===== src/rtl/cavlc_pkg.sv =====
// Shared types and constants for the CAVLC bitstream front end.
package cavlc_pkg;

    localparam int WIN_W     = 16;
    localparam int MAX_SHIFT = 16;

    typedef enum logic [1:0] {
        CMD_U    = 2'd0,
        CMD_UE   = 2'd1,
        CMD_SE   = 2'd2,
        CMD_RSVD = 2'd3
    } cmd_type_e;

    typedef enum logic [2:0] {
        ST_IDLE,
        ST_WAIT_CMD,
        ST_EXEC,
        ST_SUFFIX,
        ST_RSP
    } state_e;

    // Signed Exp-Golomb mapping: odd k -> (k+1)/2, even k -> -(k/2).
    // (k>>1)+1 equals (k+1)>>1 for odd k and cannot overflow 16 bits.
    function automatic logic [15:0] se_map(input logic [15:0] code_num);
        if (code_num[0]) begin
            se_map = (code_num >> 1) + 16'd1;
        end else begin
            se_map = 16'd0 - (code_num >> 1);
        end
    endfunction

endpackage


===== src/rtl/lzc16.sv =====
// Combinational leading-zero counter over a 16-bit window.
// count = 16 and all_zero = 1 when no bit is set.
module lzc16
    import cavlc_pkg::*;
(
    input  logic [WIN_W-1:0] win,
    output logic [4:0]       count,
    output logic             all_zero
);

    // Scan LSB to MSB so the highest set bit is the last one to write count.
    always_comb begin
        count = 5'd16;
        for (int i = 0; i < WIN_W; i++) begin
            if (win[i]) begin
                count = 5'(WIN_W - 1 - i);
            end
        end
    end

    assign all_zero = (win == '0);

endmodule


===== src/rtl/bitstream_read_ctrl.sv =====
// Command sequencer above the barrel shifter: executes u(n), ue(v) and
// se(v) reads against the 16-bit lookahead window and returns the decoded
// value on a valid/ready response channel. Sole owner of shift requests.
module bitstream_read_ctrl
    import cavlc_pkg::*;
(
    input  logic        Clk,
    input  logic        nReset,
    input  logic        Enable,
    input  logic        ShifterReady,
    input  logic [15:0] BitstreamShifted,
    output logic        ShiftEn,
    output logic [4:0]  NumShift,
    input  logic        CmdValid,
    output logic        CmdReady,
    input  logic [1:0]  CmdType,
    input  logic [4:0]  CmdLen,
    output logic        RspValid,
    input  logic        RspReady,
    output logic [15:0] RspData,
    output logic        Error
);

    state_e      state_q,     state_d;
    cmd_type_e   cmd_type_q,  cmd_type_d;
    logic [4:0]  cmd_len_q,   cmd_len_d;
    logic [3:0]  lz_q,        lz_d;
    logic [15:0] rsp_data_q,  rsp_data_d;
    logic        rsp_valid_q, rsp_valid_d;
    logic        error_q,     error_d;

    logic        shift_en;
    logic [4:0]  num_shift;
    logic        cmd_ready;
    logic [4:0]  lz;
    logic        win_zero;
    logic [15:0] info;
    logic [15:0] code_num;

    lzc16 u_lzc (
        .win      (BitstreamShifted),
        .count    (lz),
        .all_zero (win_zero)
    );

    // Exp-Golomb suffix value: prefix length lz_q was consumed in EXEC, so
    // the window now starts with the lz_q info bits.
    assign info     = BitstreamShifted >> (5'd16 - {1'b0, lz_q});
    assign code_num = (16'd1 << lz_q) - 16'd1 + info;

    // Next-state, shift request and response capture.
    // NOTE: every signal written here gets a default first so no path can
    // leave it unassigned and infer a latch.
    always_comb begin
        state_d     = state_q;
        cmd_type_d  = cmd_type_q;
        cmd_len_d   = cmd_len_q;
        lz_d        = lz_q;
        rsp_data_d  = rsp_data_q;
        rsp_valid_d = rsp_valid_q;
        error_d     = error_q;
        shift_en    = 1'b0;
        num_shift   = 5'd0;
        cmd_ready   = 1'b0;

        if (!Enable) begin
            state_d     = ST_IDLE;
            rsp_valid_d = 1'b0;
            rsp_data_d  = '0;
            error_d     = 1'b0;
        end else if (state_q != ST_IDLE && !ShifterReady) begin
            // Window no longer trustworthy: drop whatever is in flight.
            state_d     = ST_IDLE;
            rsp_valid_d = 1'b0;
        end else begin
            unique case (state_q)
                ST_IDLE: begin
                    if (ShifterReady) state_d = ST_WAIT_CMD;
                end
                ST_WAIT_CMD: begin
                    cmd_ready = 1'b1;
                    if (CmdValid) begin
                        cmd_type_d = cmd_type_e'(CmdType);
                        cmd_len_d  = CmdLen;
                        state_d    = ST_EXEC;
                    end
                end
                ST_EXEC: begin
                    state_d     = ST_RSP;
                    rsp_valid_d = 1'b1;
                    rsp_data_d  = '0;
                    unique case (cmd_type_q)
                        CMD_U: begin
                            if (cmd_len_q > 5'(MAX_SHIFT)) begin
                                error_d = 1'b1;
                            end else if (cmd_len_q != 5'd0) begin
                                shift_en   = 1'b1;
                                num_shift  = cmd_len_q;
                                rsp_data_d = BitstreamShifted >> (5'd16 - cmd_len_q);
                            end
                        end
                        CMD_UE, CMD_SE: begin
                            if (win_zero) begin
                                error_d = 1'b1;
                            end else begin
                                shift_en  = 1'b1;
                                num_shift = lz + 5'd1;
                                lz_d      = lz[3:0];
                                if (lz != 5'd0) begin
                                    state_d     = ST_SUFFIX;
                                    rsp_valid_d = 1'b0;
                                end
                            end
                        end
                        default: begin
                            error_d = 1'b1;
                        end
                    endcase
                end
                ST_SUFFIX: begin
                    shift_en    = 1'b1;
                    num_shift   = {1'b0, lz_q};
                    rsp_data_d  = (cmd_type_q == CMD_SE) ? se_map(code_num) : code_num;
                    rsp_valid_d = 1'b1;
                    state_d     = ST_RSP;
                end
                ST_RSP: begin
                    if (RspReady) begin
                        rsp_valid_d = 1'b0;
                        state_d     = ST_WAIT_CMD;
                    end
                end
                default: begin
                    state_d = ST_IDLE;
                end
            endcase
        end
    end

    // State and registered outputs.
    // NOTE: sequential state uses non-blocking assignments so every flop
    // samples the pre-edge value of its neighbours.
    always_ff @(posedge Clk or negedge nReset) begin
        if (!nReset) begin
            state_q     <= ST_IDLE;
            cmd_type_q  <= CMD_U;
            cmd_len_q   <= '0;
            lz_q        <= '0;
            rsp_data_q  <= '0;
            rsp_valid_q <= 1'b0;
            error_q     <= 1'b0;
        end else begin
            state_q     <= state_d;
            cmd_type_q  <= cmd_type_d;
            cmd_len_q   <= cmd_len_d;
            lz_q        <= lz_d;
            rsp_data_q  <= rsp_data_d;
            rsp_valid_q <= rsp_valid_d;
            error_q     <= error_d;
        end
    end

    assign ShiftEn  = shift_en;
    assign NumShift = shift_en ? num_shift : 5'd0;
    assign CmdReady = cmd_ready;
    assign RspValid = rsp_valid_q;
    assign RspData  = rsp_data_q;
    assign Error    = error_q;

endmodule


===== config.mk =====
export PLATFORM = sky130hd
export DESIGN_NAME = bitstream_read_ctrl
export DESIGN_NICKNAME = d
export VERILOG_FILES = /design/src/rtl/cavlc_pkg.sv /design/src/rtl/lzc16.sv /design/src/rtl/bitstream_read_ctrl.sv
export SDC_FILE = /design/constraint.sdc
export NUM_CORES = 1
export LEC_CHECK = 0
export CAP_MARGIN = 20
export CORE_MARGIN = 2
export CORE_UTILIZATION = 37
export DETAILED_ROUTE_END_ITERATION = 6
export GPL_TIMING_DRIVEN = 0
export PLACE_DENSITY_LB_ADDON = 0.05
export SETUP_SLACK_MARGIN = 0.2
export SKIP_CTS_REPAIR_TIMING = 1
export SLEW_MARGIN = 5
export SYNTH_ARGS = -nofsm -noshare
export SYNTH_HDL_FRONTEND = slang
export SYNTH_HIERARCHICAL = 1
export SYNTH_SLANG_ARGS = --single-unit

===== constraint.sdc =====
create_clock -name Clk -period 7.71 [get_ports Clk]
set_input_delay 1.542 -clock Clk [delete_from_list [all_inputs] [get_ports Clk]]
set_output_delay 1.542 -clock Clk [all_outputs]
set_load 0.01 [all_outputs]

==> results.py, run 1 <==
metrics = {
    "synthesis": {
        "synthFlopType": "dfrtp_1",
        "avgSynthCellArea_um2": 7.520,
        "synthCells": 709,
        "seq_area_frac_synth": 0.1502,
        "synth_adder_area_share": 0.1070,
        "async_reset_ff_frac": 1.000,
        "yosysWarnings": 6,
        "synth_compound_area_frac": 0.2828,
        "ys_top_cells_by_area": "dfrtp_1 15%, ha_1 10%, mux2i_1 6.4%",
        "synth_cell_type_count": 79,
        "netlist.area_leader.share": 0.1502,
        "syn-cell-area_um2": 5331,
        "synth_top_family_by_area": "compound AO/OA/AOI/OAI gates",
        "synth_xor_area_frac": 0.04107,
        "syn_nets": 783,
        "muxShareOfSynthArea": 0.1188,
        "synth_simple_gate_area_frac": 0.2265,
        "yosysTopAreaCell": "dfrtp_1",
        "synth_seq_cells": 32,
        "synth_edf_count": 0,
    },
    "power": {
        "power_frac_comb": 0.849,
        "ir_drop_mv": 0.1815,
        "p_int_mw": 1.252,
        "p_sw_frac": 0.5674,
        "p_sw_mw": 1.642,
        "p_leak_nw": 2.500,
        "pwr-share-clk": 0.079,
        "p_per_area_nw_per_um2": 462.4,
        "seq_power_share": 0.072,
    },
    "layout": {
        "utilization": 0.4475,
        "nFillCells": 1467,
        "final_cell_count_no_fill": 950,
        "nNetsFinal": 843,
        "final_layout_size_suffix_gt1_frac": 0.08442,
        "antenna_cells": 0,
        "synthToLayoutAreaGrowth_pct": 17.41,
    },
    "placed_design": {
        "dpl.cell_count": 942,
        "io_buffers": 53,
        "dp_hpwl_mm": 13.70,
        "gp_congestion": 0.8538,
    },
    "floorplan": {
        "ios": 54,
        "die_area_um2": 15380,
        "fp.dieW_um": 124.0,
        "die_y_um": 124.0,
        "fp-row-count": 43,
        "design.core.area_um2": 13990,
        "initial_utilization": 0.3811,
    },
    "critical_path": {
        "r2r_cells": 24,
        "worstSetupStartpointType": "input port",
        "worst_setup_path_end_kind": "flip-flop",
        "r2r-end": "RspData[10]",
        "crit_fanout": 10,
        "r2r_slack_ns": 0.81,
        "crit_type": "input port to flip-flop",
        "r2r-start": "lz_q[0]",
        "required_ns": 7.87,
        "cp.arrival_ns": 7.09,
    },
    "routing": {
        "vias_per_cell": 5.923,
        "drt_iter0_drc": 348,
        "vias": 5627,
        "remaining_drc_errors": 0,
        "drt_wl_total_mm": 17.25,
        "final_antenna_net_count": 0,
        "drtPass1Iterations": 5,
        "wire_per_inst_um": 18.16,
    },
    "clock_tree": {
        "cts-buffers-inserted": 5,
        "cts_tree": "yes",
        "clk_root_buffer_cell": "clkbuf_16",
        "path_clk_slew_ns": 0.06,
        "cts.sinks": 32,
        "clk_latency_ns": 0.28,
        "cts-htree-levels": 2,
        "clk_path_buf_depth": 2,
    },
    "flow_run": {
        "maxCapViolCount": 0,
    },
    "timing": {
        "worstMarginPinSlew_ns": 0.8172,
        "setup_viol_count_final": 0,
        "fin_setup_tns_ns": 0,
        "max_freq_mhz": 144.5,
        "slew-limit-headroom": 0.4513,
        "hold_slack_ns": 0.4735,
        "fin_crit_ns": 6.921,
        "final-hold-violation-count": 0,
        "fin_worst_skew_ns": 0.005402,
        "maxSlewViolCount": 0,
        "fin_crit_sh": 0.8977,
        "rsz0062_at_grt": "no",
    },
    "global_route": {
        "grt_max_degree": 33,
        "grtUsageTotal": 0.2294,
        "grt_overflow": 0,
        "antenna_found_initial": 0,
        "grt_pass1_wl_mm": 27.50,
        "first_global_vias": 5490,
    },
    "hold_path": {
        "hold_class": "flip-flop to flip-flop",
        "hold_end": "RspData[9]",
        "hp-start": "RspData[9]",
        "holdPathStages": 1,
    },
    "status": {
        "status": "completed",
    },
}
## worst max-delay path by stage
| stage | slack (ns) | startpoint | end | cells after the start |
|---|---|---|---|---|
| floorplan | 1.55 | lz_q[0] | RspData[14] | 25 |
| global placement | 0.39 | lz_q[0] | RspData[15] | 23 |
| detailed placement | 0.31 | lz_q[0] | RspData[15] | 23 |
| CTS | 0.25 | lz_q[0] | RspData[15] | 23 |
| global route | 0.28 | lz_q[0] | RspData[10] | 24 |
| finish | 0.79 | BitstreamShifted[15] | RspData[10] | 19 |
## cells in the mapped netlist, types with 7 or more instances
library cell  instances
a211oi_1             13
a21oi_1              56
a22o_1                7
a22oi_1               9
clkbuf_1             29
dfrtp_1              32
ha_1                 44
inv_1                55
mux2_2               16
mux2i_1              34
nand2_1              54
nand2b_1              9
nand3_1              19
nor2_1               66
nor2b_1              14
nor3_1               20
nor3b_1               7
o211ai_1              9
o21ai_0              47
o22ai_1               9
or2_2                10
xnor2_1              13
xor2_1               12
## stage by stage
step                      setup slack (ns)  power, mW  cell area [um2]
after global placement              0.3929      2.582             6087
final                               0.7889      2.894             6260
after detailed placement            0.3063      2.614             6082
after floorplan                      1.545      2.053             5331
after global routing                0.2758      3.162             6260
after CTS                           0.2500      2.857             6246
## power groups by stage
stage	sequential (mW)	clock (mW)	combinational, mW
6_report	0.207	0.229	2.46
5_1_grt	0.211	0.242	2.71
4_1_cts	0.207	0.231	2.42
3_5_place_dp	0.210	0	2.40
3_3_place_gp	0.209	0	2.37
2_1_floorplan	0.204	0	1.85
## critical path: stages
cell and delay (ns):
clkdlybuf4s50_1 0.78, mux2i_1 0.18, o22ai_1 0.37, a21oi_1 0.14, o22a_1 0.27, ha_1 0.29, inv_1 0.04, ha_1 0.24
fa_1 0.45, xor2_1 0.23, buf_2 0.25, o211ai_1 0.15, a2111oi_1 0.61, nand2_1 0.22, nor4_4 0.39, nand3_1 0.12
a221oi_1 0.30, o21ai_0 0.14, a221o_1 0.34
## metal layers
layer | vias up | global-route usage | part of all wire
met3 | 27 | 0.04350 | 0.055
met4 | 0 | 0.06390 | 0.020
met5 | - | 0 | 0
li1 | 2736 | - | -
met1 | 2680 | 0.2983 | 0.46
met2 | 184 | 0.3880 | 0.46
## state kept, by name (all words and copies together) (netlist names)
| name | flops |
|---|---|
| cmd_type_q | 2 |
| Error | 1 |
| cmd_len_q | 5 |
| state_q | 3 |
| lz_q | 4 |
| RspData | 16 |
| RspValid | 1 |
## cell families (layout without fill, tap and decap cells)
family / count (synthesis) / count (layout)
xor gates and xnor gates: 25 / 25
and+or+nand+nor: 234 / 234
adders and majority gates: 45 / 45
DFF: 32 / 32
buffers and inverters: 94 / 155
AOI/OAI and AO/OA: 224 / 224
muxes: 55 / 55
## layout by cell type, fill, tap and decap left out, types with 4 or more instances in the layout
| cell type | netlist | final |
|---|---|---|
| a2111oi_1 | 1 | 4 |
| a211o_1 | 4 | 4 |
| a211oi_1 | 13 | 13 |
| a21o_1 | 5 | 5 |
| a21oi_1 | 56 | 56 |
| a22o_1 | 7 | 7 |
| a22oi_1 | 9 | 9 |
| a31oi_1 | 6 | 6 |
| clkbuf_1 | 29 | 29 |
| clkbuf_16 | 0 | 5 |
| clkdlybuf4s50_1 | 0 | 52 |
| dfrtp_1 | 32 | 32 |
| ha_1 | 44 | 44 |
| inv_1 | 55 | 55 |
| mux2_2 | 16 | 16 |
| mux2i_1 | 34 | 34 |
| mux4_2 | 5 | 5 |
| nand2_1 | 54 | 54 |
| nand2b_1 | 9 | 9 |
| nand3_1 | 19 | 19 |
| nand4_1 | 6 | 6 |
| nor2_1 | 66 | 66 |
| nor2b_1 | 14 | 14 |
| nor3_1 | 20 | 20 |
| nor3b_1 | 7 | 7 |
| nor4_1 | 5 | 5 |
| o211ai_1 | 9 | 9 |
| o21ai_0 | 47 | 47 |
| o22a_1 | 4 | 4 |
| o22ai_1 | 9 | 9 |
| o31ai_1 | 6 | 6 |
| or2_2 | 10 | 10 |
| xnor2_1 | 13 | 12 |
| xor2_1 | 12 | 12 |
## area by class of cell
type                       count  area (um2)  area share
multi-input combinational    583        4149      0.6628
sequential                    32       800.8      0.1279
timing repair buffer          53       525.5     0.08395
tap                          180       225.2     0.03598
inverter                      57       214.0     0.03418
buffer                        37       181.4     0.02898
clock buffer                   6       128.9     0.02059
clock inverter                 2       35.03    0.005597
(Power assumes the default switching activity.)
==> run 2, diff against run 1 <==
CELL_PAD_IN_SITES_DETAIL_PLACEMENT = 1   (was unset)
CELL_PAD_IN_SITES_GLOBAL_PLACEMENT = 2   (was unset)
CORE_UTILIZATION = 31   (was 37)
SLEW_MARGIN = unset   (was 5)
clock period = 5.8 ns   (was 7.71 ns; I/O delays follow)
==> results.py, run 2 (synthesis results as in run 1) <==
metrics = {
    "placed_design": {
        "placed_cell_area_um2": 6142,
        "gp_congestion": 0.8481,
        "io_buffers": 53,
        "pre_cts_ws_ns": -1.220,
        "dp_hpwl_mm": 15.88,
    },
    "critical_path": {
        "crit_fanout": 6,
        "worstSetupPathDepth": 23,
        "worst_setup_path_end_kind": "flip-flop",
        "critPathMaxStageDelay_ns": 0.44,
        "path_delay_family": "compound AO/OA/AOI/OAI gates",
        "cp.arrival_ns": 5.74,
        "required_ns": 5.98,
        "path_cells": "buf_6 > inv_4 > buf_8 > ha_4 > buf_12 > buf_12 > mux2i_4 > mux2i_2 > a21oi_2 > o22a_1 > ha_1 > inv_2 > ha_4 > fa_2 > a211o_4 > a2111oi_2 > o21ai_1 > xnor2_2 > nand2_1 > or4_1 > o211ai_1 > o211ai_1 > a32o_1",
        "r2r_cells": 23,
        "cp_slowest_cell": "or4_1",
        "crit_type": "flip-flop to flip-flop",
        "worstSetupStartpointType": "flip-flop",
        "cp_num_buf_inv": 6,
    },
    "hold_path": {
        "holdPathStages": 1,
        "hold_class": "flip-flop to flip-flop",
    },
    "global_route": {
        "grtUsageTotal": 0.2224,
        "antenna_found_initial": 0,
        "grt_max_degree": 33,
        "grt_pass1_wl_mm": 31.88,
        "first_global_vias": 5834,
        "grt_overflow": 0,
    },
    "layout": {
        "antenna_cells": 0,
        "fin_area_um2": 6848,
        "synthToLayoutAreaGrowth_pct": 28.44,
        "largest_reg_flops": 16,
        "nFillCells": 2027,
        "layout_commonest_cell": "nor2_1",
        "nNetsFinal": 871,
        "final_layout_size_suffix_gt1_frac": 0.1967,
        "utilization": 0.4100,
        "layout_common_cells": "65 x nor2_1, 53 x inv_1, 53 x nand2_1, 48 x a21oi_1, 43 x o21ai_0",
    },
    "timing": {
        "fin_crit_sh": 0.9578,
        "setup_viol_count_final": 0,
        "setup_slack_ns": 0.2449,
        "rsz0062_at_grt": "yes",
        "worstMarginPinSlew_ns": 0.9160,
        "maxSlewViolCount": 0,
        "fin_crit_ns": 5.555,
        "fin_worst_skew_ns": 0.002412,
        "slew-limit-headroom": 0.3849,
        "final-hold-violation-count": 0,
        "max_freq_mhz": 180.0,
    },
    "routing": {
        "drtPass1Iterations": 5,
        "final_antenna_net_count": 0,
        "vias_per_cell": 5.672,
        "drt_wl_total_mm": 20.52,
        "remaining_drc_errors": 0,
        "wire_per_inst_um": 20.15,
        "vias": 5774,
        "drt_iter0_drc": 220,
    },
    "flow_run": {
        "maxCapViolCount": 0,
    },
    "floorplan": {
        "design.core.area_um2": 16700,
        "fp.dieW_um": 135.1,
        "ios": 54,
        "die_y_um": 135.1,
        "fp-row-count": 47,
        "die_area_um2": 18260,
        "initial_utilization": 0.3192,
    },
    "power": {
        "p_leak_nw": 2.763,
        "ir_drop_mv": 0.3344,
        "p_per_area_nw_per_um2": 652.8,
    },
    "clock_tree": {
        "clk_path_buf_depth": 2,
        "cts-buffers-inserted": 5,
        "path_clk_slew_ns": 0.05,
        "cts-htree-levels": 2,
        "cts.sinks": 32,
        "clk_root_buffer_cell": "clkbuf_16",
        "clk_latency_ns": 0.29,
        "cts_tree": "yes",
    },
    "status": {
        "status": "completed",
    },
}
[run 2: changes by cell type in the layout (fill, tap and decap cells not counted), moves of 5 or more]
cell and delta:
a21oi_1 -8, a21oi_2 +7, buf_4 +26, buf_6 +5
clkbuf_1 -7, clkbuf_2 +12, clkdlybuf4s50_1 -16, mux2i_1 -6
[run 2: per-stage QoR]
step / setup TNS (ns) / instances / hold WS, ns / power (mW)
after floorplan: 0 / 709 / 0.5089 / 2.732
after global placement: -8.031 / 982 / 0.4648 / 3.555
after detailed placement: -9.111 / 982 / 0.4771 / 3.601
after CTS: -6.386 / 990 / 0.4900 / 3.960
after global routing: -0.02988 / 1018 / 0.5228 / 4.857
final: 0 / 1018 / 0.4801 / 4.470
[run 2: metal layers]
metal  wire [um]  share of wire  GRT usage
met1        9684           0.47     0.3019
met2        9911           0.48     0.3804
met3         680          0.033    0.02694
met4         238          0.012    0.04630
met5           0              0          0
[run 2: area by class of cell]
| type | count | area [um2] | share of cell area |
|---|---|---|---|
| multi-input combinational | 583 | 4433 | 0.6474 |
| sequential | 32 | 802.0 | 0.1171 |
| timing repair buffer | 81 | 684.4 | 0.09995 |
| tap | 220 | 275.3 | 0.04020 |
| buffer | 37 | 254.0 | 0.03709 |
| inverter | 57 | 216.5 | 0.03161 |
| clock buffer | 7 | 152.6 | 0.02229 |
| clock inverter | 1 | 30.03 | 0.004385 |
[run 2: path summary, 6_finish.rpt]
kind / end / startpoint / slack [ns]
max in group asynchronous: lz_q[1] / nReset / 4.30
hold / removal: RspData[9] / RspData[9] / 0.48
hold reg to reg: RspData[9] / RspData[9] / 0.48
setup reg to reg: RspData[15] / lz_q[0] / 0.24
setup / recovery: RspData[15] / lz_q[0] / 0.24
min in group asynchronous: RspValid / nReset / 0.95
[run 2: where the power goes]
| group | internal [mW] | leakage, nW | switching, mW | total, mW |
|---|---|---|---|---|
| logic | 1.55 | 2.24 | 2.31 | 3.86 |
| registers | 0.248 | 0.431 | 0.0282 | 0.276 |
| clock network | 0.226 | 0.0901 | 0.108 | 0.334 |
[run 2: worst reg2reg max path: cells and delay by family, from the launching register on]
family	cells	cell delay, ns
simple gates	2	0.60
buf+inv	6	0.64
flops	1	0.37
mux	2	0.42
fa+ha+maj	4	1.13
xor+xnor	1	0.34
compound gates	8	1.96
